## src/rtl/clock_pkg.sv

```systemverilog
// clock_pkg: shared helpers and channel FSM state for the button conditioner
package clock_pkg;
  typedef enum logic [1:0] {IDLE, PRESS, HOLD, REPEAT} state_t;
  function automatic int ms_to_cyc(input int f_in, input int ms);
    return f_in / 1000 * ms;
  endfunction
endpackage

```

## src/rtl/button_conditioner_if.sv

```systemverilog
// button_conditioner_if: pin-side inputs and conditioned outputs of the button conditioner
interface button_conditioner_if #(parameter int N_BTN = 3);
  logic [N_BTN-1:0] btn_raw;
  logic             consume;
  logic [N_BTN-1:0] btn_level;
  logic [N_BTN-1:0] btn_pulse;
  logic [N_BTN-1:0] btn_evt;
  modport master (output btn_raw, consume, input btn_level, btn_pulse, btn_evt);
  modport slave  (input btn_raw, consume, output btn_level, btn_pulse, btn_evt);
endinterface

```

## src/rtl/button_conditioner_btn_channel.sv

```systemverilog
// btn_channel: sync, debounce, press/repeat FSM and sticky event flag for one button
module btn_channel
  import clock_pkg::*;
#(
  parameter int DB_CYC  = 5,
  parameter int DLY_CYC = 20,
  parameter int PER_CYC = 10,
  parameter bit RPT     = 1'b1
) (
  input  logic clk,
  input  logic rst_n,
  input  logic i_pin,
  input  logic i_consume,
  output logic o_level,
  output logic o_pulse,
  output logic o_evt
);
  localparam int MAXC = (DB_CYC > DLY_CYC) ? ((DB_CYC > PER_CYC) ? DB_CYC : PER_CYC)
                                           : ((DLY_CYC > PER_CYC) ? DLY_CYC : PER_CYC);
  localparam int CW = (MAXC > 1) ? $clog2(MAXC) : 1;
  logic r_ff1, r_ff2, r_level, r_pulse, r_evt, w_pulse;
  logic [CW-1:0] r_db_cnt, r_hold_cnt, w_hold_nxt;
  state_t r_state, w_state_nxt;
  always_ff @(posedge clk or negedge rst_n) begin
    if (!rst_n) begin
      r_ff1      <= 1'b0;
      r_ff2      <= 1'b0;
      r_level    <= 1'b0;
      r_db_cnt   <= '0;
      r_hold_cnt <= '0;
      r_state    <= IDLE;
      r_pulse    <= 1'b0;
      r_evt      <= 1'b0;
    end else begin
      r_ff1      <= i_pin;
      r_ff2      <= r_ff1;
      r_db_cnt   <= (r_ff2 == r_level || r_db_cnt == CW'(DB_CYC - 1)) ? '0 : r_db_cnt + 1'b1;
      r_level    <= (r_ff2 != r_level && r_db_cnt == CW'(DB_CYC - 1)) ? ~r_level : r_level;
      r_hold_cnt <= w_hold_nxt;
      r_state    <= w_state_nxt;
      r_pulse    <= w_pulse;
      r_evt      <= r_pulse | (r_evt & ~i_consume);
    end
  end
  // Masked buttons freeze the hold counter in HOLD so a long press cannot wrap it
  always_comb begin
    w_state_nxt = r_state;
    w_hold_nxt  = r_hold_cnt;
    w_pulse     = 1'b0;
    case (r_state)
      IDLE: if (r_level) begin
        w_state_nxt = PRESS;
        w_hold_nxt  = '0;
        w_pulse     = 1'b1;
      end
      PRESS: begin
        w_state_nxt = HOLD;
        w_hold_nxt  = r_hold_cnt + 1'b1;
      end
      HOLD: if (!r_level) w_state_nxt = IDLE;
      else if (RPT) begin
        w_hold_nxt = (r_hold_cnt == CW'(DLY_CYC - 1)) ? '0 : r_hold_cnt + 1'b1;
        w_pulse    = (r_hold_cnt == CW'(DLY_CYC - 1));
        w_state_nxt = w_pulse ? REPEAT : HOLD;
      end
      REPEAT: if (!r_level) w_state_nxt = IDLE;
      else begin
        w_hold_nxt = (r_hold_cnt == CW'(PER_CYC - 1)) ? '0 : r_hold_cnt + 1'b1;
        w_pulse    = (r_hold_cnt == CW'(PER_CYC - 1));
      end
    endcase
  end
  assign o_level = r_level;
  assign o_pulse = r_pulse;
  assign o_evt   = r_evt;
endmodule

```

## src/rtl/button_conditioner.sv

```systemverilog
// button_conditioner: normalises pin polarity and fans out one btn_channel per button
module button_conditioner
  import clock_pkg::*;
#(
  parameter int               N_BTN         = 3,
  parameter int               F_IN          = 50_000_000,
  parameter int               DEBOUNCE_MS   = 20,
  parameter int               REPEAT_DLY_MS = 500,
  parameter int               REPEAT_PER_MS = 100,
  parameter logic [N_BTN-1:0] REPEAT_MASK   = 3'b011,
  parameter bit               ACTIVE_LOW    = 1'b1
) (
  input logic clk,
  input logic rst_n,
  button_conditioner_if.slave io_bus
);
  localparam int DB_CYC  = ms_to_cyc(F_IN, DEBOUNCE_MS);
  localparam int DLY_CYC = ms_to_cyc(F_IN, REPEAT_DLY_MS);
  localparam int PER_CYC = ms_to_cyc(F_IN, REPEAT_PER_MS);
  logic [N_BTN-1:0] w_pin, w_level, w_pulse, w_evt;
  assign w_pin = ACTIVE_LOW ? ~io_bus.btn_raw : io_bus.btn_raw;
  for (genvar i = 0; i < N_BTN; i++) begin : g_ch
    btn_channel #(
      .DB_CYC (DB_CYC),
      .DLY_CYC(DLY_CYC),
      .PER_CYC(PER_CYC),
      .RPT    (REPEAT_MASK[i])
    ) u_ch (
      .clk      (clk),
      .rst_n    (rst_n),
      .i_pin    (w_pin[i]),
      .i_consume(io_bus.consume),
      .o_level  (w_level[i]),
      .o_pulse  (w_pulse[i]),
      .o_evt    (w_evt[i])
    );
  end
  assign io_bus.btn_level = w_level;
  assign io_bus.btn_pulse = w_pulse;
  assign io_bus.btn_evt   = w_evt;
endmodule

```

## src/flat_wrapper.sv

```systemverilog
// flat-port wrapper written by rule: the top's interface ports become plain ports
module button_conditioner_flat import clock_pkg::*;
#(
  parameter int               N_BTN         = 3,
  parameter int               F_IN          = 50_000_000,
  parameter int               DEBOUNCE_MS   = 20,
  parameter int               REPEAT_DLY_MS = 500,
  parameter int               REPEAT_PER_MS = 100,
  parameter logic [N_BTN-1:0] REPEAT_MASK   = 3'b011,
  parameter bit               ACTIVE_LOW    = 1'b1
)
  (clk, rst_n, io_bus_btn_raw, io_bus_consume, io_bus_btn_level, io_bus_btn_pulse, io_bus_btn_evt);
  button_conditioner_if #(.N_BTN(N_BTN)) io_bus_i ();
  input logic clk;
  input logic rst_n;
  input wire logic [$bits(io_bus_i.btn_raw)-1:0] io_bus_btn_raw;
  input wire logic [$bits(io_bus_i.consume)-1:0] io_bus_consume;
  output wire logic [$bits(io_bus_i.btn_level)-1:0] io_bus_btn_level;
  output wire logic [$bits(io_bus_i.btn_pulse)-1:0] io_bus_btn_pulse;
  output wire logic [$bits(io_bus_i.btn_evt)-1:0] io_bus_btn_evt;
  assign io_bus_i.btn_raw = io_bus_btn_raw;
  assign io_bus_i.consume = io_bus_consume;
  assign io_bus_btn_level = io_bus_i.btn_level;
  assign io_bus_btn_pulse = io_bus_i.btn_pulse;
  assign io_bus_btn_evt = io_bus_i.btn_evt;
  button_conditioner #(.N_BTN(N_BTN), .F_IN(F_IN), .DEBOUNCE_MS(DEBOUNCE_MS), .REPEAT_DLY_MS(REPEAT_DLY_MS), .REPEAT_PER_MS(REPEAT_PER_MS), .REPEAT_MASK(REPEAT_MASK), .ACTIVE_LOW(ACTIVE_LOW)) u_core (.clk(clk), .rst_n(rst_n), .io_bus(io_bus_i));
endmodule
```

## config.mk

```make
export PLATFORM = sky130hd
export DESIGN_NAME = button_conditioner_flat
export DESIGN_NICKNAME = d
export VERILOG_FILES = /design/src/rtl/clock_pkg.sv /design/src/rtl/button_conditioner_if.sv /design/src/rtl/button_conditioner_btn_channel.sv /design/src/rtl/button_conditioner.sv /design/src/flat_wrapper.sv
export SDC_FILE = /design/constraint.sdc
export NUM_CORES = 1
export LEC_CHECK = 0
export CORE_UTILIZATION = 56
export DETAILED_ROUTE_END_ITERATION = 7
export PLACE_DENSITY = 0.8
export SYNTH_ARGS = -nofsm -noshare
export SYNTH_HDL_FRONTEND = slang
export SYNTH_SLANG_ARGS = --single-unit
```

## constraint.sdc

```tcl
create_clock -name clk -period 3.29 [get_ports clk]
set_input_delay 0.658 -clock clk [delete_from_list [all_inputs] [get_ports clk]]
set_output_delay 0.658 -clock clk [all_outputs]
set_load 0.02 [all_outputs]
```

==> results of run 1 <==
worst max-delay path, delay by kind of cell (launching register included):
family	cells	cell delay (ps)
and+or+nand+nor	4	1560
DFF	1	440
AOI/OAI and AO/OA	1	270
adders and majority gates	1	250
xor gates and xnor gates	1	160
buffers and inverters	1	110
sequential cells by signal (all words and copies together) (netlist names):
| signal | flops |
|---|---|
| u_core.g_ch.u_ch.r_db_cnt | 75 |
| u_core.g_ch.u_ch.r_hold_cnt | 75 |
| u_core.g_ch.u_ch.r_state | 6 |
| u_core.g_ch.u_ch.o_evt | 3 |
| u_core.g_ch.u_ch.o_level | 3 |
| u_core.g_ch.u_ch.o_pulse | 3 |
| u_core.g_ch.u_ch.r_ff1 | 3 |
| u_core.g_ch.u_ch.r_ff2 | 3 |
kinds of logic (layout without fill, tap and decap cells):
| family | count (synthesis) | after routing |
|---|---|---|
| compound gates | 129 | 129 |
| xor+xnor | 92 | 92 |
| fa+ha+maj | 11 | 11 |
| buf+inv | 67 | 79 |
| flops | 171 | 171 |
| mux | 4 | 4 |
| simple gates | 451 | 451 |
through the flow:
| stage | instances | cell area [um2] | setup WS [ps] |
|---|---|---|---|
| 2_1_floorplan | 925 | 8660 | 774 |
| 3_3_place_gp | 1094 | 8910 | 459 |
| 3_5_place_dp | 1094 | 8910 | 398 |
| 4_1_cts | 1125 | 9510 | 380 |
| 5_1_grt | 1125 | 9510 | 29.3 |
| 6_report | 1125 | 9510 | 358 |
worst max-delay path by stage:
stage	start	endpoint	slack, ps	cells after the start
floorplan	u_core.g_ch[1].u_ch.r_hold_cnt[15]	u_core.g_ch[1].u_ch.r_hold_cnt[1]	770	7
global placement	u_core.g_ch[1].u_ch.r_hold_cnt[15]	u_core.g_ch[1].u_ch.r_hold_cnt[14]	460	7
detailed placement	u_core.g_ch[1].u_ch.r_hold_cnt[15]	u_core.g_ch[1].u_ch.r_hold_cnt[14]	400	7
CTS	u_core.g_ch[1].u_ch.r_hold_cnt[15]	u_core.g_ch[1].u_ch.r_hold_cnt[14]	380	7
global route	u_core.g_ch[2].u_ch.r_state[1]	u_core.g_ch[2].u_ch.r_hold_cnt[23]	30	8
finish	u_core.g_ch[2].u_ch.r_state[1]	u_core.g_ch[2].u_ch.r_hold_cnt[23]	360	8
Yosys cell counts (6+ instances only):
cell type  number  area share
a21o_1          8      0.0069
a21oi_1        28       0.016
a22o_1         10       0.010
a31oi_1        20       0.014
and2_1          6      0.0043
and3_1         18       0.013
and4_1         11       0.011
buf_4           9      0.0078
clkbuf_1       29       0.013
dfrtp_1       171        0.49
ha_1           11       0.016
inv_1          25       0.011
nand2_1        90       0.039
nand2b_1       15       0.011
nand3_1        58       0.034
nand4_1        34       0.025
nor2_1        133       0.058
nor2b_1         7      0.0051
nor3_1         25       0.014
nor4_1         18       0.013
nor4b_1         6      0.0061
o21ai_0        39       0.023
o311ai_0        6      0.0061
or3_1           9      0.0065
xnor2_1        42       0.042
xor2_1         50       0.051
final cells by class:
class                           count  area [um2]
Inverter                           25        93.8
Sequential cell                   171        4280
Fill cell                        1214        5630
Clock inverter                     10         143
Clock buffer                       21         460
Tap cell                          188         235
Timing Repair Buffer               23         234
Multi-Input combinational cell    687        4070
power groups by stage:
stage	registers [W]	logic, W	clock network [W]
2_1_floorplan	0.00216	0.0000305	0
3_3_place_gp	0.00217	0.0000891	0
3_5_place_dp	0.00217	0.0000904	0
4_1_cts	0.00213	0.0000908	0.00207
5_1_grt	0.00213	0.000102	0.00217
6_report	0.00213	0.0000859	0.00205
metal layers:
metal  GRT usage  part of all wire  up-vias  wire (um)
met1       0.317              0.47     3238       8000
li1            -                 -     3238          -
met3      0.0418             0.035       24        594
met4      0.0850             0.017        0        282
met5           0                 0        -          0
met2       0.363              0.48      132       8050
==> metrics, run 1 <==
PD cells 448 nW/um2; RSZ-0062 raised after global routing no; CTS tree yes; total track usage 0.229; post-synthesis xor/xnor area fraction 0.0931; root buf cell clkbuf_16; slowest stage cell, crit path nor4b_1; share of cells above drive strength 1 0.0555; Synth cell types 54; Die Ht 126 um; cell internal pwr 0.00337 W; largest net degree at the start of global routing 84; Fin. Hold Viols 0; via count 6632; max-cap violations 0; worst-margin pin slew 1020 ps; RR Startpoint u_core.g_ch[2].u_ch.r_state[1]; cell row count 45; hpwl dp 11100 um; die width 126 um; synthesis warning total 0; CP required 3580 ps; r2r worst-path depth 8; outcome finished clean; EDFF count, synth 0; Boundary Pins 15; WS Path Type register to register; most common cell after layout, fill and taps aside dfrtp_1; R2R Path End u_core.g_ch[2].u_ch.r_hold_cnt[23]; CP Launch Type register; Synth Area in Compound Gates 0.0961; sequential share of power 0.499; Synth Instances 925; simple-gate portion of the synthesized area 0.260; P_sw 0.000891 W; syn_area_per_cell 9.36 um2; Min-Delay Path Class primary input to asynchronous set/reset pin; fin. max-slew vios 0; min Tclk post-route 2930 ps; first-pass GRT wire length 29600 um; Skew-Pair Late Insertion Delay 430 ps; post-route ant nets 0; Design Power 0.00426 W; Final TNS setup 0 ps; crit end category register; register area share after synthesis 0.494; Worst Hold Margin 269 ps; Final #Nets 942; Clock transition at path regs 60 ps; H-tree depth 4; Via density 5.90; DRT iter0 DRCs 733; fmax 341 MHz; most frequent cells in the layout 171 x dfrtp_1, 133 x nor2_1, 90 x nand2_1; Rel. slew slack 0.321; Starting Density 0.571; Area Growth Syn to Fin 9.90%; combinational power share 0.020; synthesized-area fraction occupied by adder cells 0.0159; Switching Fraction 0.209; Critical Path AT 3230 ps; initial antenna violation count 0; fraction of registers with async set/reset 1.00; WL/cell 15.0 um; CTS Buffer Depth 2; # setup viols final 0; Synthesized Nets 942; period utilization 0.891; clk sinks 171; Post-Syn Area 8660 um2; Inserted Clock Buffers 17; CP peak stage delay 660 ps; Synth Flop Type dfrtp_1; final global-route overflow total 0; Synth Register Bits 171; Clock Skews 8.42 ps; Final Core Density 0.628; vias in the first global route 6265; Critical Path, Cell by Cell inv_1 -> ha_1 -> o21ba_2 -> nor4b_1 -> nand4_1 -> nor4_1 -> xnor2_1 -> nor2_1; multiplexer area fraction after synthesis 0.00506; diodes inserted 0; Core Area 15100 um2; final WL 16900 um; Crit Path Max Fanout 7; gpl congestion 0.849; DR pass1 iterations 5; largest family of logic cells by synthesized area simple AND/OR/NAND/NOR gates; number of post-CTS setup repair buffers 0; IO buf count 14; cts hold-fix bufs 0; PostCTS Resize Cnt 0; R2R setup slack 360 ps; Leak 3.99 nW; Clk network pwr share 0.480; DRC viols 0; die area 16000 um2; Max VDD drop 0.385 mV
No activity file was read; power rests on OpenSTA's default activity.
==> inputs of run 2 (changes only) <==
Settings changed: HOLD_SLACK_MARGIN set to 0.06, REMOVE_ABC_BUFFERS set to 1.
==> metrics, run 2 (synthesized netlist as in run 1, its figures left out) <==
outcome finished clean (unchanged); Fin. Hold Viols 0 (unchanged); DR pass1 iterations 6 (was 5); RSZ-0062 raised after global routing no (unchanged); DRC viols 0 (unchanged); gpl congestion 0.829 (was 0.849); Area Growth Syn to Fin 10.1% (was 9.90%); Min-Delay Path Class primary input to asynchronous set/reset pin (unchanged); Clock Skews 7.10 ps (was 8.42 ps); Clock transition at path regs 70 ps (was 60 ps); placed insts 1096 (was 1094); final global-route overflow total 0 (unchanged); via count 6562 (was 6632); combinational power share 0.020 (about the same); final WL 16700 um (was 16900 um); Final TNS setup 0 ps (unchanged); Boundary Pins 15 (unchanged); IO buf count 14 (unchanged); fin. max-slew vios 0 (unchanged); crit end category register (unchanged); PD cells 447 nW/um2 (was 448 nW/um2); CP Launch Type register (unchanged); Final #Nets 944 (was 942); Skew-Pair Late Insertion Delay 430 ps (about the same); Die Ht 126 um (unchanged); Max VDD drop 0.439 mV (was 0.385 mV); DRT iter0 DRCs 458 (was 733); cell internal pwr 0.00334 W (was 0.00337 W); Leak 3.99 nW (about the same); period utilization 0.901 (was 0.891); Rel. slew slack 0.258 (was 0.321); cts hold-fix bufs 0 (unchanged); initial antenna violation count 0 (unchanged); min Tclk post-route 2960 ps (was 2930 ps); root buf cell clkbuf_16 (unchanged); largest net degree at the start of global routing 81 (was 84); total track usage 0.229 (unchanged); vias in the first global route 6397 (was 6265); PostCTS Resize Cnt 0 (unchanged); most common cell after layout, fill and taps aside dfrtp_1 (unchanged); CP required 3610 ps (was 3580 ps); Via density 5.82 (was 5.90); hpwl dp 10700 um (was 11100 um); Critical Path AT 3280 ps (was 3230 ps); cell row count 45 (unchanged); first-pass GRT wire length 29500 um (was 29600 um); worst-margin pin slew 1110 ps (was 1020 ps); sequential share of power 0.499 (about the same); Clk network pwr share 0.481 (was 0.480); WL/cell 14.8 um (was 15.0 um); WS Path Type register to register (unchanged); P_sw 0.000925 W (was 0.000891 W); H-tree depth 4 (unchanged); most frequent cells in the layout 171 x dfrtp_1, 133 x nor2_1, 90 x nand2_1 (unchanged); diodes inserted 0 (unchanged); Starting Density 0.571 (unchanged); share of cells above drive strength 1 0.0585 (was 0.0555); largest registers u_core.g_ch.u_ch.r_db_cnt: 75 flops, u_core.g_ch.u_ch.r_hold_cnt: 75 flops, u_core.g_ch.u_ch.r_state: 6 flops (unchanged); CTS Buffer Depth 2 (unchanged); max-cap violations 0 (unchanged); Inserted Clock Buffers 17 (unchanged); post-route ant nets 0 (unchanged); number of post-CTS setup repair buffers 0 (unchanged); CTS tree yes (unchanged); die area 16000 um2 (unchanged); post-route insts no fill 1128 (was 1125); # setup viols final 0 (unchanged); clk sinks 171 (unchanged); die width 126 um (unchanged); Switching Fraction 0.217 (was 0.209); fmax 337 MHz (was 341 MHz); Core Area 15100 um2 (unchanged); Crit Path Max Fanout 26 (was 7)
-- run 2: cell types whose count changed in the layout (fill, tap and decap cells not counted), sizes merged --
cell and delta:
buf +2, clkbuf -2, clkinvlp +2, inv +1
-- run 2: cell type report --
| class | instances | area [um2] |
|---|---|---|
| clock buffer | 19 | 433 |
| clock inverter | 13 | 170 |
| fill | 1189 | 5620 |
| inverter | 25 | 93.8 |
| multi-input combinational | 687 | 4070 |
| sequential | 171 | 4280 |
| tap | 188 | 235 |
| timing repair buffer | 25 | 249 |
-- run 2: final timing paths --
| check | start | endpoint | slack [ps] | cells after the start |
|---|---|---|---|---|
| min in group clk | u_core.g_ch[0].u_ch.r_ff1 | u_core.g_ch[0].u_ch.r_ff2 | 350 | 0 |
| min | rst_n | u_core.g_ch[2].u_ch.r_ff1 | 260 | 1 |
| max reg2reg | u_core.g_ch[1].u_ch.r_hold_cnt[15] | u_core.g_ch[1].u_ch.r_hold_cnt[5] | 330 | 6 |
| max | u_core.g_ch[1].u_ch.r_hold_cnt[15] | u_core.g_ch[1].u_ch.r_hold_cnt[5] | 330 | 6 |
| min reg2reg | u_core.g_ch[0].u_ch.r_ff1 | u_core.g_ch[0].u_ch.r_ff2 | 350 | 0 |
| max in group asynchronous | rst_n | u_core.g_ch[2].u_ch.r_hold_cnt[2] | 2260 | 2 |
-- run 2: worst max-delay path, cell delays in order (launching register included) --
cell and delay (ps):
dfrtp_1 430, or4b_1 580, or4_4 570, o32ai_1 440
a21oi_2 290, and3_1 290, a221o_1 260
-- run 2: through the flow --
stage / instance area (um2) / utilization / power, W / setup WS [ps] / hold slack, ps
after floorplan: 8440 / - / 0.00219 / 529 / 331
after global placement: 8920 / 0.589 / 0.00225 / 463 / 333
after detailed placement: 8920 / 0.589 / 0.00226 / 392 / 335
after CTS: 9530 / 0.629 / 0.00430 / 358 / 292
after global routing: 9530 / 0.629 / 0.00441 / 50.4 / 330
final: 9530 / 0.629 / 0.00426 / 326 / 264
-- run 2: per-layer routing --
| layer | wire length [um] | global-route usage |
|---|---|---|
| met3 | 664 | 0.0485 |
| met4 | 208 | 0.0794 |
| met1 | 7800 | 0.305 |
| met5 | 0 | 0 |
| met2 | 7980 | 0.374 |
-- run 2: power by group through the flow --
stage	sequential [W]	combinational (W)	clock [W]
floorplan	0.00216	0.0000275	0
global placement	0.00217	0.0000891	0
detailed placement	0.00217	0.0000909	0
CTS	0.00213	0.0000909	0.00209
global route	0.00213	0.000101	0.00218
finish	0.00213	0.0000855	0.00205
==> inputs of run 3 (changes only) <==
Settings changed: CAP_MARGIN set to 20, SYNTH_HIERARCHICAL set to 1.
==> metrics, run 3 <==
pre-CTS setup slack 748 ps (was 392 ps); synth top area cells dfrtp_1 48%, xnor2_1 8.2%, nor2_1 6.9%, nand3_1 3.5%, xor2_1 3.2% (was dfrtp_1 49%, nor2_1 5.8%, xor2_1 5.1%, xnor2_1 4.2%, nand2_1 3.9%); Synth cell types 59 (was 54); gpl congestion 0.871 (was 0.829); Synth Register Bits 171 (unchanged); CP Launch Type register (unchanged); CP peak stage delay 560 ps (was 580 ps); PD cells 420 nW/um2 (was 447 nW/um2); final WL 18300 um (was 16700 um); post-route ant nets 0 (unchanged); Clock Skews 8.54 ps (was 7.10 ps); share of cells above drive strength 1 0.0669 (was 0.0585); outcome finished clean (unchanged); CTS Buffer Depth 2 (unchanged); hpwl dp 12000 um (was 10700 um); Final Core Density 0.642 (was 0.629); Synth Flop Type dfrtp_1 (unchanged); cell row count 45 (unchanged); Die Ht 129 um (was 126 um); min Tclk post-route 2570 ps (was 2960 ps); Crit Path Max Fanout 14 (was 26); fin. max-slew vios 0 (unchanged); WL/cell 15.5 um (was 14.8 um); Setup WS post-layout 725 ps (was 326 ps); Leak 4.09 nW (was 3.99 nW); vias in the first global route 6664 (was 6397); Inserted Clock Buffers 17 (unchanged); CTS tree yes (unchanged); Post-synth top cells 171 x dfrtp_1, 165 x nor2_1, 84 x xnor2_1, 71 x nand2_1, 63 x nand3_1 (was 171 x dfrtp_1, 133 x nor2_1, 90 x nand2_1, 58 x nand3_1, 50 x xor2_1); Post-Syn Area 9000 um2 (was 8660 um2); diodes inserted 0 (unchanged); DRT iter0 DRCs 817 (was 458); total track usage 0.242 (was 0.229); Critical Path AT 2850 ps (was 3280 ps); final global-route overflow total 0 (unchanged); Boundary Pins 15 (unchanged); DR pass1 iterations 5 (was 6); Starting Density 0.583 (was 0.571); most frequent cells in the layout 171 x dfrtp_1, 165 x nor2_1, 84 x xnor2_1 (was 171 x dfrtp_1, 133 x nor2_1, 90 x nand2_1); CP top delay family simple AND/OR/NAND/NOR gates (unchanged); Skew-Pair Late Insertion Delay 430 ps (about the same); Yosys top cell by area dfrtp_1 (unchanged); H-tree depth 4 (unchanged); Via density 5.87 (was 5.82); initial antenna violation count 0 (unchanged); Critical Path, Cell by Cell or4b_4 -> nor4_4 -> a41oi_1 -> nor3_2 -> buf_4 -> o32ai_1 (was or4b_1 -> or4_4 -> o32ai_1 -> a21oi_2 -> and3_1 -> a221o_1); die width 129 um (was 126 um); Core Area 15400 um2 (was 15100 um2); WS Path Type register to register (unchanged); most common cell after layout, fill and taps aside dfrtp_1 (unchanged); max-cap violations 0 (unchanged); syn_area_per_cell 9.50 um2 (was 9.36 um2); cts hold-fix bufs 0 (unchanged); EDFF count, synth 0 (unchanged); largest net degree at the start of global routing 66 (was 81); Final #Nets 976 (was 944); IO buf count 14 (unchanged); top cell type's share of synthesized area 0.476 (was 0.494); fraction of registers with async set/reset 1.00 (unchanged); Clock transition at path regs 60 ps (was 70 ps); Synth Instances 947 (was 925); crit end category register (unchanged); period utilization 0.780 (was 0.901); root buf cell clkbuf_16 (unchanged); fmax 390 MHz (was 337 MHz); clk sinks 171 (unchanged); first-pass GRT wire length 32000 um (was 29500 um); CP required 3580 ps (was 3610 ps); synthesis warning total 6 (was 0); largest registers u_core/g_ch.u_ch/r_db_cnt: 75 flops, u_core/g_ch.u_ch/r_hold_cnt: 75 flops, u_core/g_ch.u_ch/r_state: 6 flops (was u_core.g_ch.u_ch.r_db_cnt: 75 flops, u_core.g_ch.u_ch.r_hold_cnt: 75 flops, u_core.g_ch.u_ch.r_state: 6 flops); Rel. slew slack 0.424 (was 0.258); Min-Delay Path Class primary input to asynchronous set/reset pin (unchanged); worst-margin pin slew 858 ps (was 1110 ps); DRC viols 0 (unchanged); RSZ-0062 raised after global routing no (unchanged); # setup viols final 0 (unchanged); Final TNS setup 0 ps (unchanged); Max VDD drop 0.380 mV (was 0.439 mV); most common cell in the netlist dfrtp_1 (unchanged); number of post-CTS setup repair buffers 0 (unchanged); critical path buffer and inverter count 1 (was 0); Fin. Hold Viols 0 (unchanged); Area Growth Syn to Fin 10.1% (about the same); register area share after synthesis 0.476 (was 0.494); slowest stage cell, crit path or4b_4 (was or4b_1); die area 16600 um2 (was 16000 um2); via count 6943 (was 6562); PostCTS Resize Cnt 0 (unchanged)
-- run 3: cells by family (layout without fill, tap and decap cells) --
family	Yosys count	in the layout	share of synthesized area
mux	10	10	0.0114
flops	171	171	0.476
fa+ha+maj	11	11	0.0153
buf+inv	60	85	0.0299
xor+xnor	117	117	0.114
compound gates	69	69	0.0545
simple gates	509	509	0.299
-- run 3: cell type report --
| cell class | instances | area [um2] |
|---|---|---|
| Clock inverter | 8 | 83.8 |
| Inverter | 29 | 109 |
| Fill cell | 1234 | 5520 |
| Sequential cell | 171 | 4280 |
| Multi-Input combinational cell | 716 | 4450 |
| Clock buffer | 24 | 492 |
| Tap cell | 211 | 264 |
| Timing Repair Buffer | 24 | 229 |
-- run 3: layer usage --
metal,GRT usage,wire [um]
met5,0,0
met4,0.0803,271
met3,0.0503,793
met2,0.378,8610
met1,0.340,8650
-- run 3: worst paths after layout --
path	cells past startpoint	slack [ps]	to	from
max in group asynchronous	2	2290	u_core/g_ch[2].u_ch/r_hold_cnt[18]	rst_n
min reg2reg	0	350	u_core/g_ch[0].u_ch/r_ff2	u_core/g_ch[0].u_ch/r_ff1
min	1	210	u_core/g_ch[1].u_ch/r_db_cnt[23]	rst_n
max reg2reg	6	720	u_core/g_ch[1].u_ch/r_hold_cnt[19]	u_core/g_ch[1].u_ch/r_hold_cnt[6]
min in group clk	0	350	u_core/g_ch[0].u_ch/r_ff2	u_core/g_ch[0].u_ch/r_ff1
max	6	720	u_core/g_ch[1].u_ch/r_hold_cnt[19]	u_core/g_ch[1].u_ch/r_hold_cnt[6]
-- run 3: per-stage QoR --
stage | cell area, um2 | std cells | hold slack [ps] | power, W
2_1_floorplan | 8840 | 916 | 331 | 0.00219
6_report | 9910 | 1183 | 211 | 0.00416
3_5_place_dp | 9330 | 1151 | 339 | 0.00225
5_1_grt | 9910 | 1183 | 250 | 0.00433
4_1_cts | 9910 | 1183 | 224 | 0.00421
3_3_place_gp | 9330 | 1151 | 334 | 0.00225
-- run 3: power by group --
part | switching, W | internal, W
Clock | 0.000816 | 0.00113
Combinational | 0.0000642 | 0.0000209
Sequential | 0.0000116 | 0.00212
